--- src/rtl/filt_ppi_if.sv ---
// Sample-stream bundle between the low-rate source and the polyphase interpolator.
// The source drives the enable and input sample. The filter returns the output sample and the slow-rate strobe.
interface filt_ppi_if #(
  parameter int gp_idata_width = 8,
  parameter int gp_odata_width = 21
);
  logic                             i_ena;
  logic signed [gp_idata_width-1:0] i_data;
  logic signed [gp_odata_width-1:0] o_data;
  logic                             o_sclk;

  modport master (output i_ena, output i_data, input o_data, input o_sclk);
  modport slave  (input i_ena, input i_data, output o_data, output o_sclk);
endinterface

--- src/rtl/filt_ppi.sv ---
// Polyphase interpolation FIR: one input per L enabled cycles, one output per enabled cycle.
// Each phase uses D taps, and the phase counter selects the coefficient set for those taps.
module filt_ppi #(
  parameter int gp_idata_width          = 8,
  parameter int gp_interpolation_factor = 4,
  parameter int gp_coeff_length         = 17,
  parameter int gp_coeff_width          = 8,
  parameter logic [gp_coeff_length*gp_coeff_width-1:0] gp_coeffs =
    136'h11100F0E0D0C0B0A090807060504030201,
  localparam int gp_taps_per_phase =
    (gp_coeff_length + gp_interpolation_factor - 1) / gp_interpolation_factor,
  localparam int gp_odata_width = gp_idata_width + gp_coeff_width + gp_taps_per_phase
) (
  input logic    i_clk,
  input logic    i_rst_an,
  filt_ppi_if.slave bus
);

  localparam int IW    = gp_idata_width;
  localparam int CW    = gp_coeff_width;
  localparam int PW    = IW + CW;
  localparam int OW    = gp_odata_width;
  localparam int L     = gp_interpolation_factor;
  localparam int N     = gp_coeff_length;
  localparam int D     = gp_taps_per_phase;
  localparam int CNT_W = (L > 1) ? $clog2(L) : 1;

  // Coefficients beyond N read as zero, which pads the filter to D*L taps.
  function automatic logic signed [CW-1:0] coef_at(input int k);
    logic signed [CW-1:0] c;
    if (k < N) begin
      c = gp_coeffs[k*CW +: CW];
    end else begin
      c = '0;
    end
    return c;
  endfunction

  logic [CNT_W-1:0]        cnt_r;
  logic [CNT_W-1:0]        cnt_nxt_s;
  logic                    sclk_r;
  logic signed [IW-1:0]    x_r    [D];
  logic signed [IW-1:0]    xs_s   [D];
  logic signed [CW-1:0]    coef_s [D];
  logic signed [PW-1:0]    prod_s [D];
  logic signed [OW-1:0]    acc_s;
  logic signed [OW-1:0]    o_data_r;

  // Phase counter successor; wraps after phase L-1.
  always_comb begin
    cnt_nxt_s = '0;
    if (cnt_r == CNT_W'(L - 1)) begin
      cnt_nxt_s = '0;
    end else begin
      cnt_nxt_s = cnt_r + CNT_W'(1);
    end
  end

  // In phase 0 the MAC sees the delay line already shifted, so a new sample contributes in the same cycle.
  always_comb begin
    for (int m = 0; m < D; m++) begin
      xs_s[m] = x_r[m];
    end
    if (cnt_r == '0) begin
      xs_s[0] = bus.i_data;
      for (int m = 1; m < D; m++) begin
        xs_s[m] = x_r[m-1];
      end
    end else begin
      xs_s[0] = x_r[0];
    end
  end

  // One multiplier per tap. The coefficient mux on cnt selects h[cnt + m*L].
  always_comb begin
    acc_s = '0;
    for (int m = 0; m < D; m++) begin
      coef_s[m] = coef_at(int'(cnt_r) + m * L);
      prod_s[m] = PW'(xs_s[m]) * PW'(coef_s[m]);
      acc_s     = acc_s + {{(OW-PW){prod_s[m][PW-1]}}, prod_s[m]};
    end
  end

  // Phase, history and output state. All of it freezes while the enable is low.
  always_ff @(posedge i_clk or negedge i_rst_an) begin
    if (!i_rst_an) begin
      cnt_r    <= '0;
      sclk_r   <= 1'b1;
      o_data_r <= '0;
      for (int m = 0; m < D; m++) begin
        x_r[m] <= '0;
      end
    end else if (bus.i_ena) begin
      cnt_r    <= cnt_nxt_s;
      sclk_r   <= (cnt_nxt_s == '0);
      o_data_r <= acc_s;
      x_r      <= xs_s;
    end
  end

  assign bus.o_data = o_data_r;
  assign bus.o_sclk = sclk_r;

endmodule
--- src/flat_wrapper.sv ---
// flat-port wrapper written by rule: the top's interface ports become plain ports
module filt_ppi_flat 
#(
  parameter int gp_idata_width          = 8,
  parameter int gp_interpolation_factor = 4,
  parameter int gp_coeff_length         = 17,
  parameter int gp_coeff_width          = 8,
  parameter logic [gp_coeff_length*gp_coeff_width-1:0] gp_coeffs =
    136'h11100F0E0D0C0B0A090807060504030201,
  localparam int gp_taps_per_phase =
    (gp_coeff_length + gp_interpolation_factor - 1) / gp_interpolation_factor,
  localparam int gp_odata_width = gp_idata_width + gp_coeff_width + gp_taps_per_phase
)
  (i_clk, i_rst_an, bus_i_ena, bus_i_data, bus_o_data, bus_o_sclk);
  filt_ppi_if #(.gp_idata_width(gp_idata_width)) bus_i ();
  input logic i_clk;
  input logic i_rst_an;
  input wire logic [$bits(bus_i.i_ena)-1:0] bus_i_ena;
  input wire logic [$bits(bus_i.i_data)-1:0] bus_i_data;
  output wire logic [$bits(bus_i.o_data)-1:0] bus_o_data;
  output wire logic [$bits(bus_i.o_sclk)-1:0] bus_o_sclk;
  assign bus_i.i_ena = bus_i_ena;
  assign bus_i.i_data = bus_i_data;
  assign bus_o_data = bus_i.o_data;
  assign bus_o_sclk = bus_i.o_sclk;
  filt_ppi #(.gp_idata_width(gp_idata_width), .gp_interpolation_factor(gp_interpolation_factor), .gp_coeff_length(gp_coeff_length), .gp_coeff_width(gp_coeff_width), .gp_coeffs(gp_coeffs)) u_core (.i_clk(i_clk), .i_rst_an(i_rst_an), .bus(bus_i));
endmodule
--- config.mk ---
export PLATFORM = sky130hd
export DESIGN_NAME = filt_ppi_flat
export DESIGN_NICKNAME = d
export VERILOG_FILES = /design/src/rtl/filt_ppi_if.sv /design/src/rtl/filt_ppi.sv /design/src/flat_wrapper.sv
export SDC_FILE = /design/constraint.sdc
export NUM_CORES = 1
export LEC_CHECK = 0
export ABC_AREA = 1
export CAP_MARGIN = 20
export CORE_ASPECT_RATIO = 0.5
export CORE_MARGIN = 3
export CORE_UTILIZATION = 45
export CTS_BUF_LIST = sky130_fd_sc_hd__clkbuf_2
export CTS_CLUSTER_SIZE = 28
export DETAILED_ROUTE_END_ITERATION = 12
export GPL_TIMING_DRIVEN = 0
export PLACE_DENSITY_LB_ADDON = 0.15
export SYNTH_ARGS = -nofsm -noshare
export SYNTH_HDL_FRONTEND = slang
export SYNTH_SLANG_ARGS = --single-unit
export TNS_END_PERCENT = 5
--- constraint.sdc ---
create_clock -name i_clk -period 11.3 [get_ports i_clk]
set_input_delay 1.13 -clock i_clk [delete_from_list [all_inputs] [get_ports i_clk]]
set_output_delay 1.13 -clock i_clk [all_outputs]
set_load 0.02 [all_outputs]
## After elaboration in Yosys (flattened, before gate mapping)

Index checks and enable logic that the tools add are counted.

| word-level totals | value |
|---|---|
| register bits after elaboration | 64 |
| bits of input ports | 11 |
| output and inout bits | 22 |
| word-level logic and storage cells | 43 |

| operators by class | value |
|---|---|
| $add $sub $neg | 9 |
| $mul | 5 |
| order comparisons | 5 |
| equality and inequality tests | 1 |
| shifts and indexed selects | 5 |
| multiplexer cells | 8 |
| reductions and logical operators | 2 |

Operators with widths:

| operator | count |
|---|---|
| 136-bit by 32-bit variable part select with 8-bit output, first input constant | 4 |
| 136-bit by 6-bit variable part select with 8-bit output, first input constant | 1 |
| 32-bit by 6-bit less-than comparator with 1-bit output, second input constant | 4 |
| 8-bit by 8-bit multiplier with 16-bit output | 5 |
| 21-bit adder | 3 |
| 8-bit 2-to-1 mux | 6 |
| 32-bit 2-to-1 mux | 1 |
| 16-bit by 16-bit adder with 17-bit output | 1 |
| 2-bit by 4-bit adder with 5-bit output, second input constant | 2 |
| 2-bit by 5-bit adder with 6-bit output, second input constant | 1 |
| 2-bit by 5-bit less-than comparator with 1-bit output, second input constant | 1 |
| 2-bit by 3-bit adder with 4-bit output, second input constant | 1 |
| 2-bit logical NOT | 2 |
| 2-bit by 1-bit adder with 2-bit output, second input constant | 1 |
| 2-bit == test, second input constant | 1 |
| 2-bit 2-to-1 mux | 1 |

## Depth between registers and ports, before layout

| logic depth | value |
|---|---|
| word-level depth | 8 |
| gate-level depth with buffers | 40 |
| gate-level depth less buffers | 39 |

## Worst setup path before layout

No wires, ideal clock.

| timing path | value |
|---|---|
| kind | reg2reg |
| start | reg u_core.cnt_r[0] |
| end | reg u_core.o_data_r[19], in the netlist u_core.bus.o_data[19] |
| setup time | 117 ps |
| arrival time | 7442 ps |
| data required time | 11183 ps |
| path slack | 3742 ps |
| stages on the path, launching flop included | 37 |
| buffers on the path | 2 |
| clock period less this slack | 7558 ps |
| cell sequence | dfrtp_1 > inv_1 > ha_1 > buf_4 > nor2_1 > clkbuf_1 > nor2_1 > ha_1 > inv_1 > fa_1 > inv_1 > ha_1 > fa_1 > fa_1 > inv_1 > fa_1 > inv_1 > ha_1 > a21oi_1 > o21ai_1 > a21oi_1 > o21ai_1 > xor2_1 > fa_1 > fa_1 > inv_1 > ha_1 > nand2_1 > nand2_1 > nand2_1 > nand2_1 > a21oi_1 > nand3_2 > nand2_1 > nand2_1 > nand2_1 > nand2_1 |

| on the way | value |
|---|---|
| word-level cells in the longest chain between the ends | 8 |
| elaborated cells on any way between the ends | 31 |
| classes of those cells | 8 x add/sub; 5 x mul; 5 x order compare; 5 x shift; 7 x mux; 1 x reduce/logical |

Ends and longest elaborated chain:

| element | line | text |
|---|---|---|
| start, declared | filt_ppi.sv:39 | `logic [CNT_W-1:0] cnt_r;` |
| start signal, assigned | filt_ppi.sv:94 | `cnt_r <= cnt_nxt_s;` |
| 2-bit by 3-bit adder with 4-bit output | filt_ppi.sv:78 | `coef_s[m] = coef_at(int'(cnt_r) + m * L);` |
| 32-bit by 6-bit less-than comparator with 1-bit output or 136-bit by 32-bit variable part select with 8-bit output (tied branches) | filt_ppi.sv:31, filt_ppi.sv:32 |  |
| 8-bit 2-to-1 mux | filt_ppi.sv:31 | `if (k < N) begin` |
| 8-bit by 8-bit multiplier with 16-bit output | filt_ppi.sv:79 | `prod_s[m] = PW'(xs_s[m]) * PW'(coef_s[m]);` |
| 16-bit by 16-bit adder with 17-bit output | filt_ppi.sv:80 | `acc_s = acc_s + {{(OW-PW){prod_s[m][PW-1]}}, prod_s[m]};` |
| 21-bit adder (2 in series) | filt_ppi.sv:80 |  |
| 21-bit adder * | filt_ppi.sv:80 |  |
| end signal, assigned | filt_ppi.sv:96 | `o_data_r <= acc_s;` |
| end, declared | filt_ppi.sv:47 | `logic signed [OW-1:0] o_data_r;` |

Mark *: on every way between the ends. The rest lies on a longest branch, timed or not.
A chain may end at the register's enable or synchronous reset.

## Worst setup path after layout

| timing path | value |
|---|---|
| start | reg u_core.cnt_r[0] |
| end | reg u_core.o_data_r[11], in the netlist u_core.bus.o_data[11] |

Same word-level chain as after synthesis.

==> impl_metrics.json <==
{
  "cpPeakStageDelay_ns": 0.62,
  "critPathSlowestCell": "clkbuf_1",
  "initial_utilization": 0.4662,
  "grt_pass1_wl_um": 46310,
  "drive_above_1_share": 0.03805,
  "tightest_slew_ns": 0.9590,
  "criticalPathCategory": "reg -> reg",
  "met3_usage": 0.04359,
  "syn2layout_area_growth_pct": 7.501,
  "cts_made_buffers": 9,
  "hold_class": "reg -> reg",
  "hold_end": "u_core.bus.o_data[0]",
  "drtAntennaViolNets": 0,
  "reg2reg_from": "u_core.cnt_r[0]",
  "reg2reg_depth": 32,
  "core_area_mm2": 0.02447,
  "fin_crit_ns": 8.936,
  "antenna_found_initial": 0,
  "clock_latency_ns": 0.60,
  "wl_per_cell_um": 15.03,
  "finalHoldViolCount": 0,
  "ys.warnings.count": 0,
  "path_max_fanout": 10,
  "use_met2": 0.3250,
  "fin_crit_sh": 0.7908,
  "route.vias.total": 9169,
  "dieArea_mm2": 0.02742,
  "cts_resized": 0,
  "dp_hpwl_um": 23850,
  "rows": 40,
  "syn_avg_cell_area_um2": 7.869,
  "viasPerCell": 4.999,
  "cts_setup_buffers": 0,
  "synthArstFlopShare": 1.000,
  "final_max_slew_viol_count": 0,
  "grt_setup_unrepaired": "false",
  "fp.dieW_um": 231.2,
  "fin_skew_ns": 0.03179,
  "postCtsHoldBufs": 0,
  "numPortBuffers": 32,
  "drv_cap": 0,
  "root_buffer": "clkbuf_2",
  "nets": 1830,
  "netlist_instances": 1450,
  "worst_setup_path_start_kind": "flop",
  "drt-pass1-iter-count": 5,
  "h-tree-depth": 3,
  "dp_slack_ns": 2.511,
  "r2r-end": "u_core.bus.o_data[11]",
  "relSlewSlack": 0.3539,
  "synth_top_flop_cell": "dfrtp_1",
  "syn_area_mm2": 0.01141,
  "synth_edf_count": 0,
  "ioPinCount": 33,
  "ctsLongestPathBuffers": 2,
  "drt_iter0_drc": 649,
  "grt_pass1_vias": 9242,
  "grt_busiest_layer": "met2",
  "fillers": 2413,
  "wl_um": 27560,
  "fin_ws_ns": 2.364,
  "grt_max_degree": 65,
  "finalSetupViolCount": 0,
  "die_y_um": 118.6,
  "hold_start": "u_core.bus.o_data[0]",
  "path_clk_slew_ns": 0.21,
  "fin_tns_setup_ns": 0,
  "overflow": 0,
  "worstPathRequired_ns": 11.79,
  "end_kind": "flop",
  "worstPathArrival_ns": 9.42,
  "placed_area_mm2": 0.01215,
  "ys_types": 38,
  "diodes": 0,
  "cts_tree": "built",
  "synth_nets": 1787,
  "status": "finished clean",
  "critPathMostFrequentCell": "inv_1",
  "yosysSeqAreaShare": 0.1405,
  "numClockSinks": 64,
  "drc": 0,
  "multiInputGateArea_mm2": 0.008414,
  "whs_path_depth": 2,
  "fmax_mhz": 111.9,
  "grt_usage": 0.2139,
  "place.gp.congestion": 0.8680,
  "register_area_mm2": 0.001603,
  "reg2reg_slack_ns": 2.36,
  "grt_util_met1": 0.3123,
  "synth-seq-cells": 64,
  "fin_area_mm2": 0.01227
}
[layout make-up]
cell class / instances / share of cell area
buffer: 30 / 0.01102
clock buffer: 9 / 0.003672
clock inverter: 7 / 0.005917
inverter: 335 / 0.1025
multi-input combinational: 1021 / 0.6860
sequential: 64 / 0.1307
tap: 336 / 0.03428
timing repair buffer: 32 / 0.02591
[synthesized netlist by cell type (6+ instances only)]
cell type    n  share of area
mux2i_1     18          0.016
nand3_2      6         0.0053
o21ai_1     10         0.0044
ha_1       195           0.21
nand3_1     35          0.015
dfrtp_1     63           0.14
buf_2        6         0.0026
nor2_1     162          0.053
xor2_1      21          0.016
clkbuf_1    20         0.0066
nand2_1    245          0.081
fa_1       131           0.23
xnor2_1     15          0.012
a21oi_1     51          0.022
nand3b_1     6         0.0039
inv_2        7         0.0023
a21o_1       6         0.0039
inv_1      328           0.11
o21ai_0     78          0.034
[critical path: cells and delay by family, from the launching register on]
kind                     cells  cell delay (ns)
XOR/XNOR                     1             0.41
AND/OR/NAND/NOR              7             1.15
adder cells (fa/ha/maj)     11             4.86
buffers and inverters        9             1.28
flip-flops                   1             0.42
AO/OA/AOI/OAI                4             0.70
[through the flow]
step / hold WS, ns / std cells / utilization
after detailed placement: 0.4591 / 1818 / 0.4964
after global routing: 0.5254 / 1834 / 0.5012
after global placement: 0.4626 / 1818 / 0.4965
after floorplan: 0.4523 / 1450 / -
final: 0.5007 / 1834 / 0.5012
after CTS: 0.5036 / 1834 / 0.5012
[sequential cells by signal, summed over array words and instances (netlist names)]
register,cells
u_core.x_r,40
u_core.bus.o_data,21
u_core.cnt_r,2
u_core.bus.o_sclk,1
[worst max path at each step]
| stage | startpoint | to | slack [ns] | cells past startpoint |
|---|---|---|---|---|
| after detailed placement | u_core.cnt_r[0] | u_core.bus.o_data[11] | 2.51 | 32 |
| after CTS | u_core.cnt_r[0] | u_core.bus.o_data[11] | 2.41 | 32 |
| after global routing | u_core.cnt_r[1] | u_core.bus.o_data[19] | 1.78 | 34 |
| final | u_core.cnt_r[0] | u_core.bus.o_data[11] | 2.36 | 32 |
| after floorplan | u_core.cnt_r[0] | u_core.bus.o_data[19] | 3.74 | 36 |
| after global placement | u_core.cnt_r[0] | u_core.bus.o_data[11] | 2.47 | 32 |
[cell usage in the layout (no fill, tap or decap), drive strengths merged, types with 4 or more instances in the layout]
master,instances
a21oi,51
ha,195
clkinv,5
nand3b,6
a21o,6
nor2,167
fa,131
mux2i,18
nand2,248
inv,335
nand4,5
buf,11
o21ai,88
o21bai,6
nor4,4
dfrtp,63
clkdlybuf4s50,31
nand3,41
clkbuf,29
xnor2,15
or2,8
xor2,21
[cell families (layout without fill, tap and decap cells)]
group,count (synthesis),count (layout),share of synthesized area
flip-flops,64,64,0.1405
AO/OA/AOI/OAI,158,158,0.07435
adder cells (fa/ha/maj),326,326,0.4437
buffers and inverters,365,413,0.1221
XOR/XNOR,36,36,0.02764
AND/OR/NAND/NOR,483,483,0.1760
multiplexers,18,18,0.01579
[routing by layer]
layer	wire length [um]	part of all wire
met1	13630	0.49
met2	11830	0.43
met3	1639	0.059
met4	457	0.017
met5	0	0
Power is left out: the tool's default activity adds up to more than one toggle a clock period on the data nets, which glitch-free logic cannot reach.
